[src/rtl/uart_rx_ctrl.sv]
// UART receive sequencer: start detect, oversampling edge/bit counters,
// per-bit strobes to the Rx datapath checkers and a registered frame verdict.
module uart_rx_ctrl #(
  parameter int DATA_WIDTH = 8,
  parameter int PRESCALE_W = 6,
  localparam int IDX_W = (DATA_WIDTH > 1) ? $clog2(DATA_WIDTH) : 1
) (
  input  logic                  clk,
  input  logic                  reset,
  input  logic                  rx_in,
  input  logic [PRESCALE_W-1:0] prescale,
  input  logic                  par_en,
  input  logic                  par_error,
  input  logic                  stop_error,
  output logic                  strt_chk_en,
  output logic                  deser_en,
  output logic [IDX_W-1:0]      bit_idx,
  output logic                  par_load,
  output logic                  par_chk_en,
  output logic                  stop_chk_load,
  output logic                  stop_chk_en,
  output logic                  busy,
  output logic                  data_valid,
  output logic                  parity_err,
  output logic                  framing_err,
  output logic                  strt_glitch
);

  typedef enum logic [2:0] {IDLE, START, DATA, PARITY, STOP} state_t;

  localparam logic [IDX_W-1:0] LAST_BIT = IDX_W'(DATA_WIDTH - 1);

  state_t                state, state_nx;
  logic [PRESCALE_W-1:0] edge_cnt, edge_nx, pre_q, half;
  logic [IDX_W-1:0]      bit_cnt, bit_nx;
  logic                  par_q, mid, last, eval_nx, glitch_nx;

  assign half    = pre_q >> 1;
  assign mid     = (edge_cnt == half);
  assign last    = (edge_cnt == pre_q - 1'b1);
  assign busy    = (state != IDLE);
  assign bit_idx = bit_cnt;

  always_ff @(posedge clk) begin
    if (reset) begin
      state       <= IDLE;
      edge_cnt    <= '0;
      bit_cnt     <= '0;
      pre_q       <= '0;
      par_q       <= 1'b0;
      data_valid  <= 1'b0;
      parity_err  <= 1'b0;
      framing_err <= 1'b0;
      strt_glitch <= 1'b0;
    end else begin
      state    <= state_nx;
      edge_cnt <= edge_nx;
      bit_cnt  <= bit_nx;
      // Frame parameters are frozen at start detect.
      if (state == IDLE && !rx_in) begin
        pre_q <= prescale;
        par_q <= par_en;
      end
      data_valid  <= eval_nx && !stop_error && !(par_error && par_q);
      parity_err  <= eval_nx && par_error && par_q;
      framing_err <= eval_nx && stop_error;
      strt_glitch <= glitch_nx;
    end
  end

  always_comb begin
    state_nx      = state;
    edge_nx       = last ? '0 : edge_cnt + 1'b1;
    bit_nx        = bit_cnt;
    strt_chk_en   = 1'b0;
    deser_en      = 1'b0;
    par_load      = 1'b0;
    par_chk_en    = 1'b0;
    stop_chk_load = 1'b0;
    stop_chk_en   = 1'b0;
    eval_nx       = 1'b0;
    glitch_nx     = 1'b0;
    case (state)
      IDLE: begin
        // The detect cycle itself is edge 0 of the start bit.
        edge_nx = '0;
        if (!rx_in) begin
          state_nx = START;
          edge_nx  = PRESCALE_W'(1);
        end
      end
      START: begin
        if (mid) begin
          strt_chk_en = 1'b1;
          if (rx_in) begin
            state_nx  = IDLE;
            edge_nx   = '0;
            glitch_nx = 1'b1;
          end
        end else if (last) begin
          state_nx = DATA;
          bit_nx   = '0;
        end
      end
      DATA: begin
        deser_en = mid;
        if (last) begin
          if (bit_cnt == LAST_BIT) state_nx = par_q ? PARITY : STOP;
          else                     bit_nx   = bit_cnt + 1'b1;
        end
      end
      PARITY: begin
        par_load = mid;
        if (last) state_nx = STOP;
      end
      STOP: begin
        stop_chk_load = mid;
        // Evaluate one edge after capture, then re-arm without waiting for the bit end.
        if (edge_cnt == half + 1'b1) begin
          stop_chk_en = 1'b1;
          par_chk_en  = par_q;
          eval_nx     = 1'b1;
          state_nx    = IDLE;
          edge_nx     = '0;
        end
      end
      default: begin
        state_nx = IDLE;
        edge_nx  = '0;
      end
    endcase
  end

endmodule
[config.mk]
export PLATFORM = sky130hd
export DESIGN_NAME = uart_rx_ctrl
export DESIGN_NICKNAME = d
export VERILOG_FILES = /design/src/rtl/uart_rx_ctrl.sv
export SDC_FILE = /design/constraint.sdc
export NUM_CORES = 1
export LEC_CHECK = 0
export CAP_MARGIN = 10
export CORE_MARGIN = 4
export CORE_UTILIZATION = 55
export DETAILED_ROUTE_END_ITERATION = 10
export PLACE_DENSITY_LB_ADDON = 0.15
export SLEW_MARGIN = 25
export SYNTH_ARGS = -nofsm -noshare
export SYNTH_HDL_FRONTEND = slang
export SYNTH_SLANG_ARGS = --single-unit
[constraint.sdc]
create_clock -name clk -period 5.9 [get_ports clk]
set_input_delay 0.59 -clock clk [delete_from_list [all_inputs] [get_ports clk]]
set_output_delay 0.59 -clock clk [all_outputs]
set_load 0.01 [all_outputs]
Word level (Yosys, flattened, before mapping)

Cells that the tools add are included.

Add/subtract/negate cells: 4
Eq/ne operators: 18
Multiplexer cells: 31
Bitwise logic cells: 2
Reduce and logical (&&, ||, !) cells: 17

Operators by type and width:

| kind                | number |
|---|---|
| $mux 3              | 13 |
| $mux 6              | 4 |
| $pmux 6 s4          | 1 |
| $ne 2x2->1 const B  | 8 |
| $pmux 3 s5          | 1 |
| $eq 6x6->1          | 2 |
| $mux 1              | 11 |
| $logic_and 1x1->1   | 7 |
| $reduce_and 7->1    | 1 |
| $add 5x1->6 const B | 1 |
| $add 6x1->6 const B | 1 |
| $eq 3x2->1 const B  | 2 |
| $eq 3x3->1 const B  | 2 |
| $eq 6x5->1          | 1 |
| $ne 3x3->1 const B  | 2 |
| $pmux 3 s2          | 1 |
| $sub 6x1->6 const B | 1 |
| $reduce_and 5->1    | 1 |
| $add 3x1->3 const B | 1 |
| $eq 3x1->1 const B  | 1 |
| $logic_not 1->1     | 3 |
| $logic_not 3->1     | 1 |
| $reduce_bool 3->1   | 1 |
| $reduce_or 3->1     | 1 |
| 3 further kinds     | 4 |

Register bits: 23
Output and inout bits: 14
Word-level logic and storage cells: 81

Logic depth before layout (Yosys ltp)

Gate-level depths: netlist of the first run.

Word-level depth: 6
Mapped depth: 8
Mapped depth without buffers: 8

Worst setup path before layout of the first run

Ideal clock, no wire load.

Kind: register -> output
Start point: register pre_q[1]
End point: output port par_chk_en
Data arrival time: 1.575 ns
Data required time: 5.310 ns
Slack: 3.735 ns
Stages on the path, launching flop included: 8
Path buffers: 0
Path through: dfxtp_1 inv_1 ha_1 xor2_1 a211oi_1 o21a_1 nand2_1 nor3_1

Word-level cells in the longest chain between the ends: 4

Ends and longest elaborated chain:

| element                  | line | source |
|---|---|---|
| start: declaration       | 34   | `logic [PRESCALE_W-1:0] edge_cnt, edge_nx, pre_q, half;` |
| start signal: assignment | 61   | `pre_q <= prescale;` |
| $add 5x1->6              | 119  | `if (edge_cnt == half + 1'b1) begin` |
| $eq 6x6->1               | 119  |  |
| $mux 1                   | 119  |  |
| $mux 1                   | 83   | `case (state)` |
| end: declaration         | 19   | `output logic par_chk_en,` |

Every way passes these cells.

Worst setup path in the final report of the first run

Start point: register pre_q[2]
End point: output port par_chk_en

The elaborated chain is that of the path after synthesis.

==> results of run 1 <==
routing by layer:
layer	vias up	global-route usage, %	part of all wire (%)	wire, um
met5	-	0	0	0
met4	0	7.947	2.7	81
met3	9	2.412	4.1	122
met2	34	32.38	48	1427
met1	550	21.62	45	1327
li1	607	-	-	-
layout make-up:
| type | instances | area [um2] |
|---|---|---|
| multi-input combinational | 124 | 879.6 |
| clock buffer | 4 | 26.28 |
| timing repair buffer | 25 | 250.2 |
| fill | 212 | 774.5 |
| inverter | 7 | 26.28 |
| sequential | 23 | 460.4 |
| tap | 30 | 37.54 |
placed cells by master, fill, tap and decap left out, types with 2 or more instances in the layout:
| cell | instances |
|---|---|
| sky130_fd_sc_hd__dfxtp_1 | 23 |
| sky130_fd_sc_hd__or3_1 | 4 |
| sky130_fd_sc_hd__a211oi_1 | 2 |
| sky130_fd_sc_hd__nor3_1 | 5 |
| sky130_fd_sc_hd__clkdlybuf4s50_1 | 25 |
| sky130_fd_sc_hd__o21ai_0 | 2 |
| sky130_fd_sc_hd__xor2_1 | 9 |
| sky130_fd_sc_hd__o211ai_1 | 2 |
| sky130_fd_sc_hd__nand2_1 | 12 |
| sky130_fd_sc_hd__and2_1 | 2 |
| sky130_fd_sc_hd__xnor2_1 | 9 |
| sky130_fd_sc_hd__a21oi_1 | 6 |
| sky130_fd_sc_hd__mux2i_1 | 7 |
| sky130_fd_sc_hd__ha_1 | 6 |
| sky130_fd_sc_hd__o21a_1 | 2 |
| sky130_fd_sc_hd__clkbuf_4 | 3 |
| sky130_fd_sc_hd__a31oi_1 | 2 |
| sky130_fd_sc_hd__nor2b_1 | 3 |
| sky130_fd_sc_hd__nand3_1 | 3 |
| sky130_fd_sc_hd__nor2_1 | 22 |
| sky130_fd_sc_hd__inv_1 | 7 |
per-stage QoR:
| stage | instances | hold slack, ns |
|---|---|---|
| CTS | 213 | 0.5069 |
| global route | 213 | 0.5353 |
| floorplan | 161 | 0.4915 |
| finish | 213 | 0.5027 |
| global placement | 209 | 0.4560 |
| detailed placement | 209 | 0.4894 |
flip-flops by register name, summed over array words and instances (netlist names):
| name | cells |
|---|---|
| pre_q | 6 |
| par_q | 1 |
| state | 3 |
| edge_cnt | 6 |
| strt_glitch | 1 |
| data_valid | 1 |
| framing_err | 1 |
| parity_err | 1 |
| bit_idx | 3 |
worst min path at each step:
| stage | startpoint | end |
|---|---|---|
| 2_1_floorplan | bit_idx[1] | bit_idx[1] |
| 5_1_grt | bit_idx[0] | bit_idx[0] |
| 3_3_place_gp | bit_idx[1] | bit_idx[1] |
| 3_5_place_dp | bit_idx[0] | bit_idx[0] |
| 6_report | bit_idx[1] | bit_idx[1] |
| 4_1_cts | bit_idx[1] | bit_idx[1] |
critical path: stages, from the launching register on:
cell	delay, ns
sky130_fd_sc_hd__dfxtp_1	0.47
sky130_fd_sc_hd__inv_1	0.07
sky130_fd_sc_hd__ha_1	0.28
sky130_fd_sc_hd__xor2_1	0.14
sky130_fd_sc_hd__a211oi_1	0.22
sky130_fd_sc_hd__o21a_1	0.17
sky130_fd_sc_hd__nand2_1	0.10
sky130_fd_sc_hd__nor3_1	0.18
sky130_fd_sc_hd__clkdlybuf4s50_1	0.58
cell families (layout without fill, tap and decap cells):
family          Yosys count  in the layout  share of synthesized area, %
xor+xnor                 19             19                         12.82
buf+inv                  14             36                         4.631
fa+ha+maj                 6              6                         5.343
flops                    23             23                         32.77
compound gates           27             27                         14.34
simple gates             64             64                         24.04
mux                       8              8                         6.055
where the power goes:
part | total, mW | internal, mW | leakage (nW) | switching [mW]
clock | 0.0692 | 0.0263 | 0.0150 | 0.0429
sequential | 0.217 | 0.176 | 0.187 | 0.0410
combinational | 0.281 | 0.138 | 0.427 | 0.142
==> results.rst, run 1 <==
.. list-table::
   :header-rows: 1

   * - Metric
     - Value
   * - Outcome
     - finished clean
   * - Number of enable-type register cells in the synthesized netlist
     - 0
   * - Post-synthesis sequential area ratio
     - 32.77%
   * - Netlist area before placement
     - 1405 um2
   * - Final setup violating endpoints
     - 0
   * - Hold-fix buffers at CTS
     - 0
   * - Final design utilization
     - 68.45%
   * - # IOs
     - 26
   * - Max-cap violations
     - 0
   * - Arrival time worst endpoint
     - 2.51 ns
   * - Die boundary width
     - 58.55 um
   * - Post-synthesis cell count
     - 161
   * - Worst-skew pair later-pin latency
     - 0.30 ns
   * - Clk Tree Root Cell
     - sky130_fd_sc_hd__clkbuf_4
   * - Fraction of synthesis flops using an asynchronous set or reset pin
     - 0%
   * - Register clock-pin slew on the reported worst setup and hold paths
     - 0.12 ns
   * - Clock buffer count from CTS
     - 3
   * - Via count of the first global-routing pass
     - 1205
   * - Antenna cells
     - 0
   * - Post-detailed-route wirelength per cell
     - 13.89 um
   * - Remaining DRCs
     - 0
   * - Unrepaired setup endpoints after global routing
     - false
   * - Yosys Warn Count
     - 0
   * - Area leader, netlist
     - sky130_fd_sc_hd__dfxtp_1
   * - Number of instances on the worst hold path
     - 2
   * - Port Buffers
     - 25
   * - Floorplan Core Area
     - 2455 um2
   * - Largest net degree at the start of global routing
     - 19
   * - Clock sinks
     - 23
   * - Post-route total power
     - 0.5672 mW
   * - Count of pins over their slew limit
     - 0
   * - Worst hold path type
     - flip-flop to flip-flop
   * - Worst setup SP type
     - flip-flop
   * - Iteration count of the initial detailed-routing pass
     - 4
   * - Count leader, synth
     - sky130_fd_sc_hd__dfxtp_1
   * - Vias
     - 1200
   * - Source of the critical timing path
     - pre_q[2]
   * - Worst slack after detailed placement
     - 3.154 ns
   * - Initial standard-cell utilization of the core
     - 57.24%
   * - Worst clock skew
     - 0.004522 ns
   * - Leading post-synthesis cells by cell area
     - sky130_fd_sc_hd__dfxtp_1 (33%), sky130_fd_sc_hd__nor2_1 (5.9%), sky130_fd_sc_hd__xnor2_1 (5.6%), sky130_fd_sc_hd__xor2_1 (5.6%), sky130_fd_sc_hd__ha_1 (5.3%)
   * - Power per unit of standard cell area
     - 337.5 nW/um2
   * - List of most frequent post-synthesis cells
     - sky130_fd_sc_hd__dfxtp_1 (23), sky130_fd_sc_hd__nor2_1 (22), sky130_fd_sc_hd__nand2_1 (12)
   * - Final cell area excluding filler cells
     - 1680 um2
   * - Portion of synthesized cell area occupied by the leading cell type
     - 32.77%
   * - Highest net fanout along the worst path
     - 7
   * - Number of cell instances on the worst register-to-register path
     - 8
   * - Reg2Reg Capture Point
     - bit_idx[2]
   * - Resized cells post-CTS
     - 0
   * - Maximum count of clock buffers along a single path
     - 2
   * - Origin of the critical flop-to-flop path
     - pre_q[0]
   * - Post CTS Setup Buffer Count
     - 0
   * - Max IR drop VDD
     - 230.1 uV
   * - Post-layout minimum cycle time
     - 3.104 ns
   * - Avg Synthesized Cell Area
     - 8.727 um2
   * - Kind of end point of the critical path
     - output port
   * - CTS H-Tree Depth
     - 1
   * - Number of rows created at floorplan
     - 18
   * - Total negative slack for setup checks
     - 0 ns
   * - Post-synthesis to final-layout area growth
     - 19.59%
   * - Distinct cells, synth
     - 48
   * - Layout cells sized above 1
     - 8.197%
   * - Number of antenna violations at the first check in global routing
     - 0
   * - DIE AREA
     - 3428 um2
   * - Endpoint required time on the critical path
     - 5.31 ns
   * - Relative slew slack
     - 57.40%
   * - Sum of overflow across all layers after global routing
     - 0
   * - Critical path class
     - flip-flop to output port
   * - Fin crit share
     - 52.61%
   * - Flip-flop cell with the highest count after synthesis
     - sky130_fd_sc_hd__dfxtp_1
   * - Setup slack, reg-to-reg
     - 3.47 ns
   * - Routed Wire Length
     - 2.959 mm
   * - Total global routing track utilization
     - 18.19%
   * - FMAX
     - 322.2 MHz
   * - Die height
     - 58.55 um
   * - Placed cell areas
     - 1654 um2
   * - Destination of the critical timing path
     - par_chk_en
   * - Final ANT Viol Nets
     - 0
   * - Net Count, Synth
     - 179
   * - Per-cell via count in the routed design
     - 5.634
   * - Number of nets in the layout
     - 202
   * - Wire length of the first global-routing pass
     - 4.899 mm
   * - #FFs+latches synth
     - 23
   * - Pleak
     - 0.6293 nW
   * - Tightest Pin Transition
     - 0.6369 ns
   * - Initial detailed-routing violation count
     - 39
   * - Final worst-path setup slack
     - 2.796 ns
   * - Sum of net half-perimeters after detailed placement
     - 2.278 mm
   * - Placer congestion estimate
     - 0.7990
   * - CTS tree
     - built
   * - Hold violation total from the final report
     - 0
Note: power is estimated with default switching activity, not from simulation.
==> run 2, diff against run 1 <==
--- a/config.mk
+++ b/config.mk
@@ -7,7 +7,7 @@
 export LEC_CHECK = 0
 export CAP_MARGIN = 10
 export CORE_MARGIN = 4
-export CORE_UTILIZATION = 55
+export CORE_UTILIZATION = 46
 export DETAILED_ROUTE_END_ITERATION = 10
 export PLACE_DENSITY_LB_ADDON = 0.15
 export SLEW_MARGIN = 25
==> constraint.sdc (replaced) <==
create_clock -name clk -period 2.5 [get_ports clk]
set_input_delay 0.25 -clock clk [delete_from_list [all_inputs] [get_ports clk]]
set_output_delay 0.25 -clock clk [all_outputs]
set_load 0.01 [all_outputs]
==> run 2 against run 1 <==
Global-route usage fell by 1.6 points; utilization down 8.2 points; combinational power is 140% higher; critical path depth decreased by 2; register-to-register slack worse by 3.3 ns; via count up 1.2%; clock skew up 0.0037 ns; routed wire length up 6.0%; die area up 17%; sequential power is 140% higher.
==> results.rst, run 2 (synthesis gave the netlist of run 1 again) <==
.. list-table::
   :header-rows: 1

   * - Metric
     - Value
   * - Port Buffers
     - 25
   * - Per-cell via count in the routed design
     - 5.647
   * - Floorplan Core Area
     - 2829 um2
   * - Total negative slack for setup checks
     - 0 ns
   * - Post-layout minimum cycle time
     - 2.365 ns
   * - Fill cell instance count of the final layout
     - 264
   * - Origin of the critical flop-to-flop path
     - pre_q[0]
   * - Max IR drop VDD
     - 424.9 uV
   * - Via count of the first global-routing pass
     - 1186
   * - Total global routing track utilization
     - 16.56%
   * - Worst setup SP type
     - flip-flop
   * - Endpoint required time on the critical path
     - 2.25 ns
   * - Number of antenna violations at the first check in global routing
     - 0
   * - Relative slew slack
     - 56.53%
   * - Post-detailed-route wirelength per cell
     - 14.59 um
   * - Antenna cells
     - 0
   * - Most frequent standard cell in the layout excluding fill and tap cells
     - sky130_fd_sc_hd__clkdlybuf4s50_1
   * - Worst hold start
     - bit_idx[1]
   * - Count of pins over their slew limit
     - 0
   * - Iteration count of the initial detailed-routing pass
     - 6
   * - Maximum count of clock buffers along a single path
     - 2
   * - Routed Wire Length
     - 3.136 mm
   * - CTS tree
     - built
   * - Die height
     - 63.27 um
   * - Layout cells sized above 1
     - 13.59%
   * - Largest registers
     - edge_cnt (6), pre_q (6)
   * - Initial standard-cell utilization of the core
     - 49.67%
   * - Post-synthesis to final-layout area growth
     - 21.37%
   * - Largest net degree at the start of global routing
     - 19
   * - Pleak
     - 0.6422 nW
   * - Kind of end point of the critical path
     - output port
   * - Proportion of power drawn by flip-flops and latches
     - 37.9%
   * - Power per unit of standard cell area
     - 804.1 nW/um2
   * - Final cell area excluding filler cells
     - 1705 um2
   * - Source of the critical timing path
     - pre_q[3]
   * - Arrival time worst endpoint
     - 2.11 ns
   * - Fin crit share
     - 94.58%
   * - Switch share
     - 40.83%
   * - Net Switching
     - 0.5599 mW
   * - DIE AREA
     - 4003 um2
   * - FMAX
     - 422.9 MHz
   * - Sum of overflow across all layers after global routing
     - 0
   * - Worst hold path type
     - flip-flop to flip-flop
   * - Hold-fix buffers at CTS
     - 0
   * - Final ANT Viol Nets
     - 0
   * - Max-cap violations
     - 0
   * - Tightest Pin Transition
     - 0.6500 ns
   * - Share of power burned in the clock network
     - 12.8%
   * - Post-route total power
     - 1.371 mW
   * - Final setup violating endpoints
     - 0
   * - Final design utilization
     - 60.28%
   * - Register clock-pin slew on the reported worst setup and hold paths
     - 0.13 ns
   * - Highest net fanout along the worst path
     - 6
   * - Clock sinks
     - 23
   * - Placer congestion estimate
     - 0.8689
   * - Worst clock skew
     - 0.008177 ns
   * - Die boundary width
     - 63.27 um
   * - Cell Count, Final, Fillers Out
     - 215
   * - Worst-skew pair later-pin latency
     - 0.31 ns
   * - Sum of net half-perimeters after detailed placement
     - 2.342 mm
   * - Number of nets in the layout
     - 203
   * - Vias
     - 1214
   * - CTS H-Tree Depth
     - 1
   * - Comb pwr share
     - 49.3%
   * - Critical path class
     - flip-flop to output port
   * - Hold violation total from the final report
     - 0
   * - Wire length of the first global-routing pass
     - 5.430 mm
   * - Initial detailed-routing violation count
     - 35
   * - Cell Int Power
     - 0.8114 mW
   * - Remaining DRCs
     - 0
   * - Leading cell types in the layout, fill and taps excluded
     - sky130_fd_sc_hd__clkdlybuf4s50_1 (23), sky130_fd_sc_hd__nor2_1 (21), sky130_fd_sc_hd__dfxtp_1 (19)
   * - Outcome
     - finished clean
   * - Post-Place Cells
     - 211
   * - Placed cell areas
     - 1663 um2
   * - Number of rows created at floorplan
     - 19
   * - Clk Tree Root Cell
     - sky130_fd_sc_hd__clkbuf_4
   * - Unrepaired setup endpoints after global routing
     - false
   * - # IOs
     - 26
   * - Clock buffer count from CTS
     - 3
## run 2: final timing paths
kind | end | slack [ns] | cells past startpoint
worst max-delay path | par_load | 0.14 | 6
worst max register to register | state[0] | 0.16 | 8
worst min register to register | bit_idx[1] | 0.49 | 2
worst min-delay path | bit_idx[1] | 0.49 | 2
## run 2: per-layer routing
| layer | vias to the layer above | part of all wire [%] | GRT usage, % | routed length (um) |
|---|---|---|---|---|
| li1 | 605 | - | - | - |
| met4 | 0 | 1.5 | 5.121 | 48 |
| met2 | 38 | 47 | 27.27 | 1463 |
| met1 | 565 | 46 | 21.26 | 1441 |
| met5 | - | 0 | 0 | 0 |
| met3 | 6 | 5.8 | 4.085 | 181 |
## run 2: power by group through the flow
stage                     Sequential [mW]  Clock (mW)  Combinational, mW
after floorplan                     0.461           0              0.558
after global placement              0.514           0              0.646
after detailed placement            0.522           0              0.661
after CTS                           0.516       0.182              0.667
after global routing                0.529       0.200              0.749
final                               0.520       0.176              0.675
## run 2: through the flow
step | setup slack, ns | hold slack (ns)
after floorplan | 0.4664 | 0.3717
final | 0.1354 | 0.4856
after CTS | 0.02119 | 0.4896
after detailed placement | 0.09607 | 0.4684
after global placement | 0.1371 | 0.4630
after global routing | 0.008317 | 0.5154
## run 2: final cells by class
class | count | area (um2) | area share (%)
clock inverters | 1 | 5.005 | 0.2935
well taps | 31 | 38.79 | 2.274
multi-input cells | 124 | 889.6 | 52.16
inverters | 7 | 26.28 | 1.541
flip-flops and latches | 23 | 470.5 | 27.59
repair buffers | 26 | 252.7 | 14.82
clock buffers | 3 | 22.52 | 1.321
## run 2: worst max-delay path, stage by stage (launching register included)
cell and delay (ns):
sky130_fd_sc_hd__dfxtp_2 0.38, sky130_fd_sc_hd__buf_4 0.17, sky130_fd_sc_hd__xor2_1 0.15, sky130_fd_sc_hd__and4bb_2 0.34
sky130_fd_sc_hd__nand2_2 0.10, sky130_fd_sc_hd__nor2_1 0.12, sky130_fd_sc_hd__clkdlybuf4s50_1 0.54
## run 2: timing repair
item                       4_1_cts  5_1_grt
gates resized for setup          4       10
setup buffers                    0        0
setup endpoints to repair        2        7
gates cloned                     0        0
==> run 3, diff against run 2 <==
--- a/config.mk
+++ b/config.mk
@@ -5,12 +5,11 @@
 export SDC_FILE = /design/constraint.sdc
 export NUM_CORES = 1
 export LEC_CHECK = 0
-export CAP_MARGIN = 10
 export CORE_MARGIN = 4
 export CORE_UTILIZATION = 46
 export DETAILED_ROUTE_END_ITERATION = 10
 export PLACE_DENSITY_LB_ADDON = 0.15
-export SLEW_MARGIN = 25
+export SLEW_MARGIN = 0
 export SYNTH_ARGS = -nofsm -noshare
 export SYNTH_HDL_FRONTEND = slang
 export SYNTH_SLANG_ARGS = --single-unit
==> results of run 3 <==
The final DEF is identical to that of run 2; final timing and power are the same.
